### config.mk
export PLATFORM = sky130hd
export DESIGN_NAME = ex_muldiv
export DESIGN_NICKNAME = d
export VERILOG_FILES = /design/src/rtl/ex_muldiv.sv
export SDC_FILE = /design/constraint.sdc
export NUM_CORES = 1
export LEC_CHECK = 0
export CAP_MARGIN = 15
export CORE_UTILIZATION = 50
export CTS_CLUSTER_DIAMETER = 120
export DETAILED_ROUTE_END_ITERATION = 6
export PLACE_DENSITY = 0.73
export SETUP_SLACK_MARGIN = 0.4
export SYNTH_ARGS = -nofsm -noshare
export SYNTH_HDL_FRONTEND = slang
export SYNTH_SLANG_ARGS = --single-unit
### constraint.sdc
create_clock -name clk -period 15.6 [get_ports clk]
set_clock_uncertainty 0.1 [all_clocks]
set_input_delay 1.56 -clock clk [delete_from_list [all_inputs] [get_ports clk]]
set_output_delay 1.56 -clock clk [all_outputs]
set_load 0.01 [all_outputs]
### src/rtl/ex_muldiv.sv
// Iterative MIPS mult/multu/div/divu unit for the EX stage with mthi/mtlo access.
// One shift-add or restoring shift-subtract step per cycle on operand magnitudes, then sign fix-up.
module ex_muldiv #(
   parameter int WIDTH = 32
) (
   input  logic             clk,
   input  logic             rst,
   input  logic             start,
   input  logic [1:0]       op,
   input  logic [WIDTH-1:0] srcA,
   input  logic [WIDTH-1:0] srcB,
   input  logic             hiWrite,
   input  logic             loWrite,
   input  logic [WIDTH-1:0] wData,
   input  logic             cancel,
   output logic [WIDTH-1:0] hi,
   output logic [WIDTH-1:0] lo,
   output logic             busy,
   output logic             done
);

   localparam int CW = (WIDTH > 1) ? $clog2(WIDTH) : 1;

   localparam logic [1:0] IDLE = 2'd0;
   localparam logic [1:0] CALC = 2'd1;
   localparam logic [1:0] FIX  = 2'd2;

   logic [1:0]         state;
   logic [CW-1:0]      cnt;
   logic               is_div;
   logic               neg_res;
   logic               neg_rem;
   logic [WIDTH-1:0]   a_r;
   logic [WIDTH-1:0]   b_r;
   logic [WIDTH-1:0]   rem_r;
   logic [WIDTH-1:0]   quo_r;
   logic [2*WIDTH-1:0] prod_r;

   logic               sgn_op;
   logic               sgn_a;
   logic               sgn_b;
   logic [WIDTH-1:0]   a_abs;
   logic [WIDTH-1:0]   b_abs;
   logic [WIDTH:0]     mul_sum;
   logic [WIDTH:0]     rem_sh;
   logic               rem_ge;
   logic [WIDTH-1:0]   rem_diff;
   logic [2*WIDTH-1:0] prod_fix;
   logic [WIDTH-1:0]   quo_fix;
   logic [WIDTH-1:0]   rem_fix;

   always_comb begin
      sgn_op   = ~op[0];
      sgn_a    = sgn_op & srcA[WIDTH-1];
      sgn_b    = sgn_op & srcB[WIDTH-1];
      a_abs    = sgn_a ? -srcA : srcA;
      b_abs    = sgn_b ? -srcB : srcB;
      // multiplier bits are consumed from b_r's LSB; product shifts right into prod_r's low half
      mul_sum  = {1'b0, prod_r[2*WIDTH-1:WIDTH]} + (b_r[0] ? {1'b0, a_r} : '0);
      // dividend bits are consumed from a_r's MSB into the partial remainder
      rem_sh   = {rem_r, a_r[WIDTH-1]};
      rem_ge   = (rem_sh >= {1'b0, b_r});
      rem_diff = rem_sh[WIDTH-1:0] - b_r;
      prod_fix = neg_res ? -prod_r : prod_r;
      quo_fix  = neg_res ? -quo_r : quo_r;
      rem_fix  = neg_rem ? -rem_r : rem_r;
   end

   assign busy = (state != IDLE);

   always_ff @(posedge clk or posedge rst) begin
      if (rst) begin
         state   <= IDLE;
         cnt     <= '0;
         is_div  <= 1'b0;
         neg_res <= 1'b0;
         neg_rem <= 1'b0;
         a_r     <= '0;
         b_r     <= '0;
         rem_r   <= '0;
         quo_r   <= '0;
         prod_r  <= '0;
         hi      <= '0;
         lo      <= '0;
         done    <= 1'b0;
      end else begin
         done <= 1'b0;
         case (state)
            IDLE: begin
               if (start) begin
                  is_div  <= op[1];
                  // a zero divisor yields an all-ones quotient that must not be negated
                  neg_res <= (sgn_a ^ sgn_b) & ~(op[1] & (srcB == '0));
                  neg_rem <= sgn_a;
                  a_r     <= a_abs;
                  b_r     <= b_abs;
                  prod_r  <= '0;
                  rem_r   <= '0;
                  quo_r   <= '0;
                  cnt     <= '0;
                  state   <= CALC;
               end else begin
                  if (hiWrite) hi <= wData;
                  if (loWrite) lo <= wData;
               end
            end
            CALC: begin
               if (cancel) begin
                  state <= IDLE;
               end else begin
                  cnt <= cnt + 1'b1;
                  if (is_div) begin
                     a_r   <= a_r << 1;
                     rem_r <= rem_ge ? rem_diff : rem_sh[WIDTH-1:0];
                     quo_r <= {quo_r[WIDTH-2:0], rem_ge};
                  end else begin
                     prod_r <= {mul_sum, prod_r[WIDTH-1:1]};
                     b_r    <= b_r >> 1;
                  end
                  if (cnt == CW'(WIDTH - 1)) state <= FIX;
               end
            end
            FIX: begin
               if (cancel) begin
                  state <= IDLE;
               end else begin
                  if (is_div) begin
                     hi <= rem_fix;
                     lo <= quo_fix;
                  end else begin
                     hi <= prod_fix[2*WIDTH-1:WIDTH];
                     lo <= prod_fix[WIDTH-1:0];
                  end
                  done  <= 1'b1;
                  state <= IDLE;
               end
            end
            default: state <= IDLE;
         endcase
      end
   end

endmodule

==> results of run 1 <==
## cell usage after synthesis (21+ instances only)
master and n:
nor2_1 134, o221ai_1 36, nor3_1 39, o41ai_1 22
o22ai_1 41, xor2_1 116, a22o_1 66, o31ai_1 43
nand4_1 21, dfrtp_1 267, clkbuf_1 133, o211ai_1 30
ha_1 72, a21oi_1 152, nand2_1 255, or4_1 30
or3_1 35, and3_1 21, inv_1 69, xnor2_1 95
and2_1 37, a21o_1 23, a31oi_1 29, o21ai_0 245
nand3_1 48
## cells in the final DEF, fill, tap and decap left out, types with 6 or more instances in the layout
cell type	netlist	layout
dfrtp_1	267	265
nand2_1	255	255
o21ai_0	245	245
clkdlybuf4s50_1	0	169
a21oi_1	152	150
nor2_1	134	131
xor2_1	116	116
xnor2_1	95	95
ha_1	72	72
inv_1	69	67
a22o_1	66	66
nand3_1	48	48
o31ai_1	43	43
o22ai_1	41	41
nor3_1	39	38
and2_1	37	37
o221ai_1	36	36
or3_1	35	35
clkbuf_16	0	31
or4_1	30	30
o211ai_1	30	30
a31oi_1	29	29
o41ai_1	22	22
a21o_1	23	21
and3_1	21	21
nand4_1	21	21
buf_4	0	20
nor4_1	19	19
a211oi_1	16	16
nand2b_1	16	16
o21bai_1	15	15
a32oi_1	13	13
or2_2	12	12
a22oi_1	11	11
o21a_1	10	10
mux2i_1	10	10
o31a_1	9	9
nor2b_1	7	7
a221o_1	6	6
clkbuf_8	0	6
## stage by stage
stage          power [mW]  utilization, %  area [µm²]  instances
3_5_place_dp         2.97            55.9       21100       2842
6_report             3.76            58.7       22100       2896
2_1_floorplan        2.32               -       19100       2294
4_1_cts              3.72            58.7       22100       2896
3_3_place_gp         2.92            55.9       21100       2842
5_1_grt              3.99            58.7       22100       2896
## layout make-up
class / instances / area share (%)
clock buffer: 39 / 3.92
clock inverter: 15 / 0.792
inverter: 69 / 1.21
multi-input combinational: 1806 / 52.6
sequential: 267 / 30.2
tap: 511 / 2.89
timing repair buffer: 189 / 8.33
## state kept, by name (all words and copies together), names as in the netlist
| signal | cells |
|---|---|
| cnt | 5 |
| a_r | 32 |
| b_r | 32 |
| quo_r | 32 |
| neg_res | 1 |
| lo | 32 |
| prod_r | 64 |
| done | 1 |
| hi | 32 |
| is_div | 1 |
| state | 2 |
| neg_rem | 1 |
| rem_r | 32 |
## kinds of logic (layout without fill, tap and decap cells)
family	Yosys count	count (layout)	share of synthesized area, %
xor+xnor	211	211	9.67
simple gates	698	698	17.8
buf+inv	221	312	4.35
compound gates	810	810	27.5
flops	267	267	35.0
mux	13	13	0.760
fa+ha+maj	74	74	4.92
## critical path, cell delays in order
cell and delay, ps:
clkdlybuf4s50_1 460, nor4_1 850, nand4_1 290, nand2b_1 250, o41ai_1 640, nand2_1 220, a21oi_1 200, xor2_1 80
a221oi_1 270
## per-layer routing
layer	share of wire (%)	GRT usage, %
met5	0	0
met4	3.5	10.8
met3	8.9	5.69
met2	44	49.0
met1	44	44.0
## path summary, 6_finish.rpt
| kind | startpoint | endpoint | cells after the start |
|---|---|---|---|
| min in group asynchronous | rst | lo[7] | 2 |
| worst max-delay path | srcB[4] | b_r[29] | 9 |
| worst min-delay path | lo[10] | lo[10] | 2 |
| max in group asynchronous | rst | is_div | 4 |
| worst max register to register | prod_r[1] | hi[30] | 10 |
| worst min register to register | lo[10] | lo[10] | 2 |
## power breakdown
group | internal (mW) | total, mW | leakage (nW) | switching, mW
sequential | 0.897 | 1.13 | 3.46 | 0.232
combinational | 0.729 | 1.88 | 5.66 | 1.15
clock | 0.441 | 0.747 | 0.503 | 0.307
==> out/results.txt, run 1 <==
Vias = 18600
remaining antenna violation count after routing = 0
Die H = 197 µm
share of layout cells above drive strength 1 = 4.65%
number of flops mapped to enable cells by yosys = 0
CP arrival = 4840 ps
worst reg2reg setup slack = 11520 ps
Hold WS = 387 ps
CP startpoint kind = input port
Final HPWL DP = 45.4 mm
Multi-input gate area = 11600 µm²
HP Class = reg -> reg
final hold vios = 0
Slew HR = 25.9%
Post-Synthesis Cells = 2294
prevailing post-synth register cell = dfrtp_1
Worst VDD drop = 0.206 mV
setup TNS = 0 ps
hold_buf cts = 0
diodes inserted = 0
Slew Viols, Final = 0
min Tclk post-route = 4470 ps
Layout Nets = 2541
mean routed wirelength per cell = 21.3 µm
CTS sink cnt = 267
final setup vio count = 0
largest net degree at the start of global routing = 130
row cnt = 71
leakage = 9.63 nW
sequential fraction of the synthesis area = 35.0%
worst-path maximum fanout = 6
Worst-Margin Slew = 1110 ps
period utilization = 28.7%
H-tree depth = 1
Placer Congestion = 0.955
die width = 197 µm
CTS tree = built
Post-Syn Area = 19100 µm²
Setup Buffers After CTS = 0
Die Area = 39000 µm²
Synth Register Bits = 267
initial core utilization = 50.7%
initial antenna violation count = 0
GRT Util Overall = 31.5%
first-pass GRT wire length = 97.5 mm
Pre-antenna DRT Iters = 5
clk buf depth = 3
Top-Level Pins = 170
Fill cells = 3395
pre-CTS setup slack = 10570 ps
Num CTS Buffers = 30
GRT overflow = 0
top cell type's share of synthesized area = 35.0%
root buffer cell = clkbuf_16
max-cap check violation count = 0
Reg clk slew, reported paths = 60 ps
Worst setup EP type = register
register area = 6690 µm²
largest cells by area after synthesis = dfrtp_1 35%, o21ai_0 6.4%, xor2_1 5.3%
power density cells = 170 nW/µm²
WS Path Type = in -> reg
synth warn = 0
fraction of registers with async set/reset = 100%
DRC violations left = 0
post-synthesis area per instance = 8.33 µm²
PnR worst setup slack = 11130 ps
Yosys cell types = 74
Gates resized, CTS repair = 0
highest clock rate = 0.224 GHz
Core Box Area = 37700 µm²
cell taking the most area after synthesis = dfrtp_1
vias per cell = 6.41
vias in the first global route = 17300
RSZ-0062 raised after global routing = no
routed wire length = 61.7 mm
P&R area growth vs syn = 15.7%
PortBufs = 169
CP required = 15970 ps
clock latency on the worst-skew pair = 580 ps
DRT iter0 DRCs = 1806
outcome = complete, no violations
synthesized net count = 2472
Note: power is estimated with default switching activity, not from simulation.
==> inputs of run 2 (changes only) <==
- clock period: 15.6 -> 4.4 ns (I/O delays scaled with it)
==> run 2 against run 1 <==
Critical path depth is 1 higher. Global-route usage up 0.33 points. Register-to-register slack got worse by 11000 ps. Sequential power grew to 3.6 times the previous value. Non-clock buffer count increased by 8. Via count fell by 0.45%. Final area rose by 0.48%. Count of clock-buffer cells in the layout increased by 3.
==> out/results.txt, run 2 (same netlist as run 1, synthesis figures left out) <==
outcome = complete, no violations
GRT Util Overall = 31.8%
routed wire length = 62.7 mm
Worst VDD drop = 0.443 mV
fin area = 22200 µm²
HP Class = in -> async
Post-Place Cell Area = 21200 µm²
Slew Viols, Final = 0
Layout Nets = 2550
remaining antenna violation count after routing = 0
CP cell instances = and2_1, ha_1, a21oi_1, o21ai_0, a2111o_1, o21a_1, o41ai_1, o21ai_0, nand4_1, o221ai_1
CTS tree = built
WS Path Type = reg -> reg
final hold vios = 0
Vias = 18500
largest net degree at the start of global routing = 153
initial core utilization = 50.7%
slowest stage delay, CP = 660 ps
PortBufs = 169
root buffer cell = clkbuf_16
vias per cell = 6.36
RSZ-0062 raised after global routing = no
CP arrival = 4080 ps
overall power = 13.5 mW
crit-path leading delay family = compound AO/OA/AOI/OAI gates
Worst setup EP type = register
post-layout util = 59.0%
min Tclk post-route = 3720 ps
Reg clk slew, reported paths = 60 ps
Placer Congestion = 0.952
max reg flops = 64
first-pass GRT wire length = 97.7 mm
Top-Level Pins = 170
Hold WS = 51.5 ps
Biggest register = prod_r
CTS sink cnt = 267
die width = 197 µm
setup TNS = 0 ps
CP most frequent cell = o21ai_0
max-cap check violation count = 0
Pre-antenna DRT Iters = 6
DRC violations left = 0
clk buf depth = 3
CP required = 4750 ps
period utilization = 84.6%
H-tree depth = 1
R2R depth = 10
Slew HR = 23.7%
Fill cells = 3428
DRT iter0 DRCs = 1793
Worst-Margin Slew = 1130 ps
clock latency on the worst-skew pair = 600 ps
Die Area = 39000 µm²
CP Buf/Inv Count = 0
vias in the first global route = 17300
final setup vio count = 0
mean routed wirelength per cell = 21.6 µm
initial antenna violation count = 1
row cnt = 71
diodes inserted = 0
most frequent cells in the layout = 264 x dfrtp_1, 255 x nand2_1, 245 x o21ai_0
worst reg2reg setup slack = 680 ps
Num CTS Buffers = 31
leakage = 9.68 nW
Reg-to-Reg Start = b_r[0]
P&R area growth vs syn = 16.3%
leading cell type in the layout, fill and taps excluded = dfrtp_1
share of layout cells above drive strength 1 = 4.89%
Core Box Area = 37700 µm²
Final HPWL DP = 46.8 mm
GRT overflow = 0
worst-path maximum fanout = 34
reg-to-reg endpoint = prod_r[63]
Die H = 197 µm
power density cells = 607 nW/µm²
highest clock rate = 0.269 GHz
CP max stage cell = o41ai_1
CP startpoint kind = register
-- run 2: changes by cell type in the layout (fill, tap and decap cells not counted), sizes merged --
cell	previous run	this run
inv	70	69
clkinvlp	4	3
bufinv	3	5
clkinv	7	6
clkbuf	39	42
buf	20	28
-- run 2: worst max-delay path by stage --
stage | cells after the start | start | end | slack (ps)
detailed placement | 10 | b_r[0] | prod_r[63] | 470
finish | 10 | b_r[0] | prod_r[63] | 680
CTS | 10 | b_r[0] | prod_r[63] | 460
global placement | 10 | b_r[0] | prod_r[63] | 680
global route | 10 | b_r[0] | prod_r[63] | 450
floorplan | 1 | rst | a_r[0] | 330
-- run 2: stage by stage --
| step | worst slack [ps] | instances |
|---|---|---|
| 2_1_floorplan | 335 | 2294 |
| 3_3_place_gp | 677 | 2850 |
| 3_5_place_dp | 465 | 2850 |
| 4_1_cts | 457 | 2906 |
| 5_1_grt | 455 | 2906 |
| 6_report | 678 | 2906 |
-- run 2: final cells by class --
| type | count | area, µm² | share of cell area [%] |
|---|---|---|---|
| sequential | 267 | 6690 | 30.1 |
| clock buffer | 42 | 857 | 3.86 |
| tap | 511 | 639 | 2.88 |
| clock inverter | 14 | 208 | 0.935 |
| timing repair buffer | 197 | 1930 | 8.67 |
| inverter | 69 | 263 | 1.18 |
| multi-input combinational | 1806 | 11600 | 52.4 |
-- run 2: power breakdown --
part           switching (mW)  total, mW  internal (mW)
Clock                    1.09       2.74           1.65
Combinational            4.10       6.70           2.60
Sequential              0.871       4.05           3.18
Total                    6.06       13.5           7.43
-- run 2: layer usage --
layer / vias up / wire, µm / GRT usage (%)
li1: 8637 / - / -
met1: 8841 / 26700 / 44.1
met2: 870 / 27700 / 48.8
met3: 131 / 5400 / 4.97
met4: 2 / 2860 / 14.6
met5: - / 13 / 0
-- run 2: repair_timing --
| action | in CTS | in global routing |
|---|---|---|
| endpoints found under the setup margin | 0 | 6 |
| resized for setup | 0 | 1 |
| hold buffers | 0 | 0 |
| setup buffers | 0 | 0 |
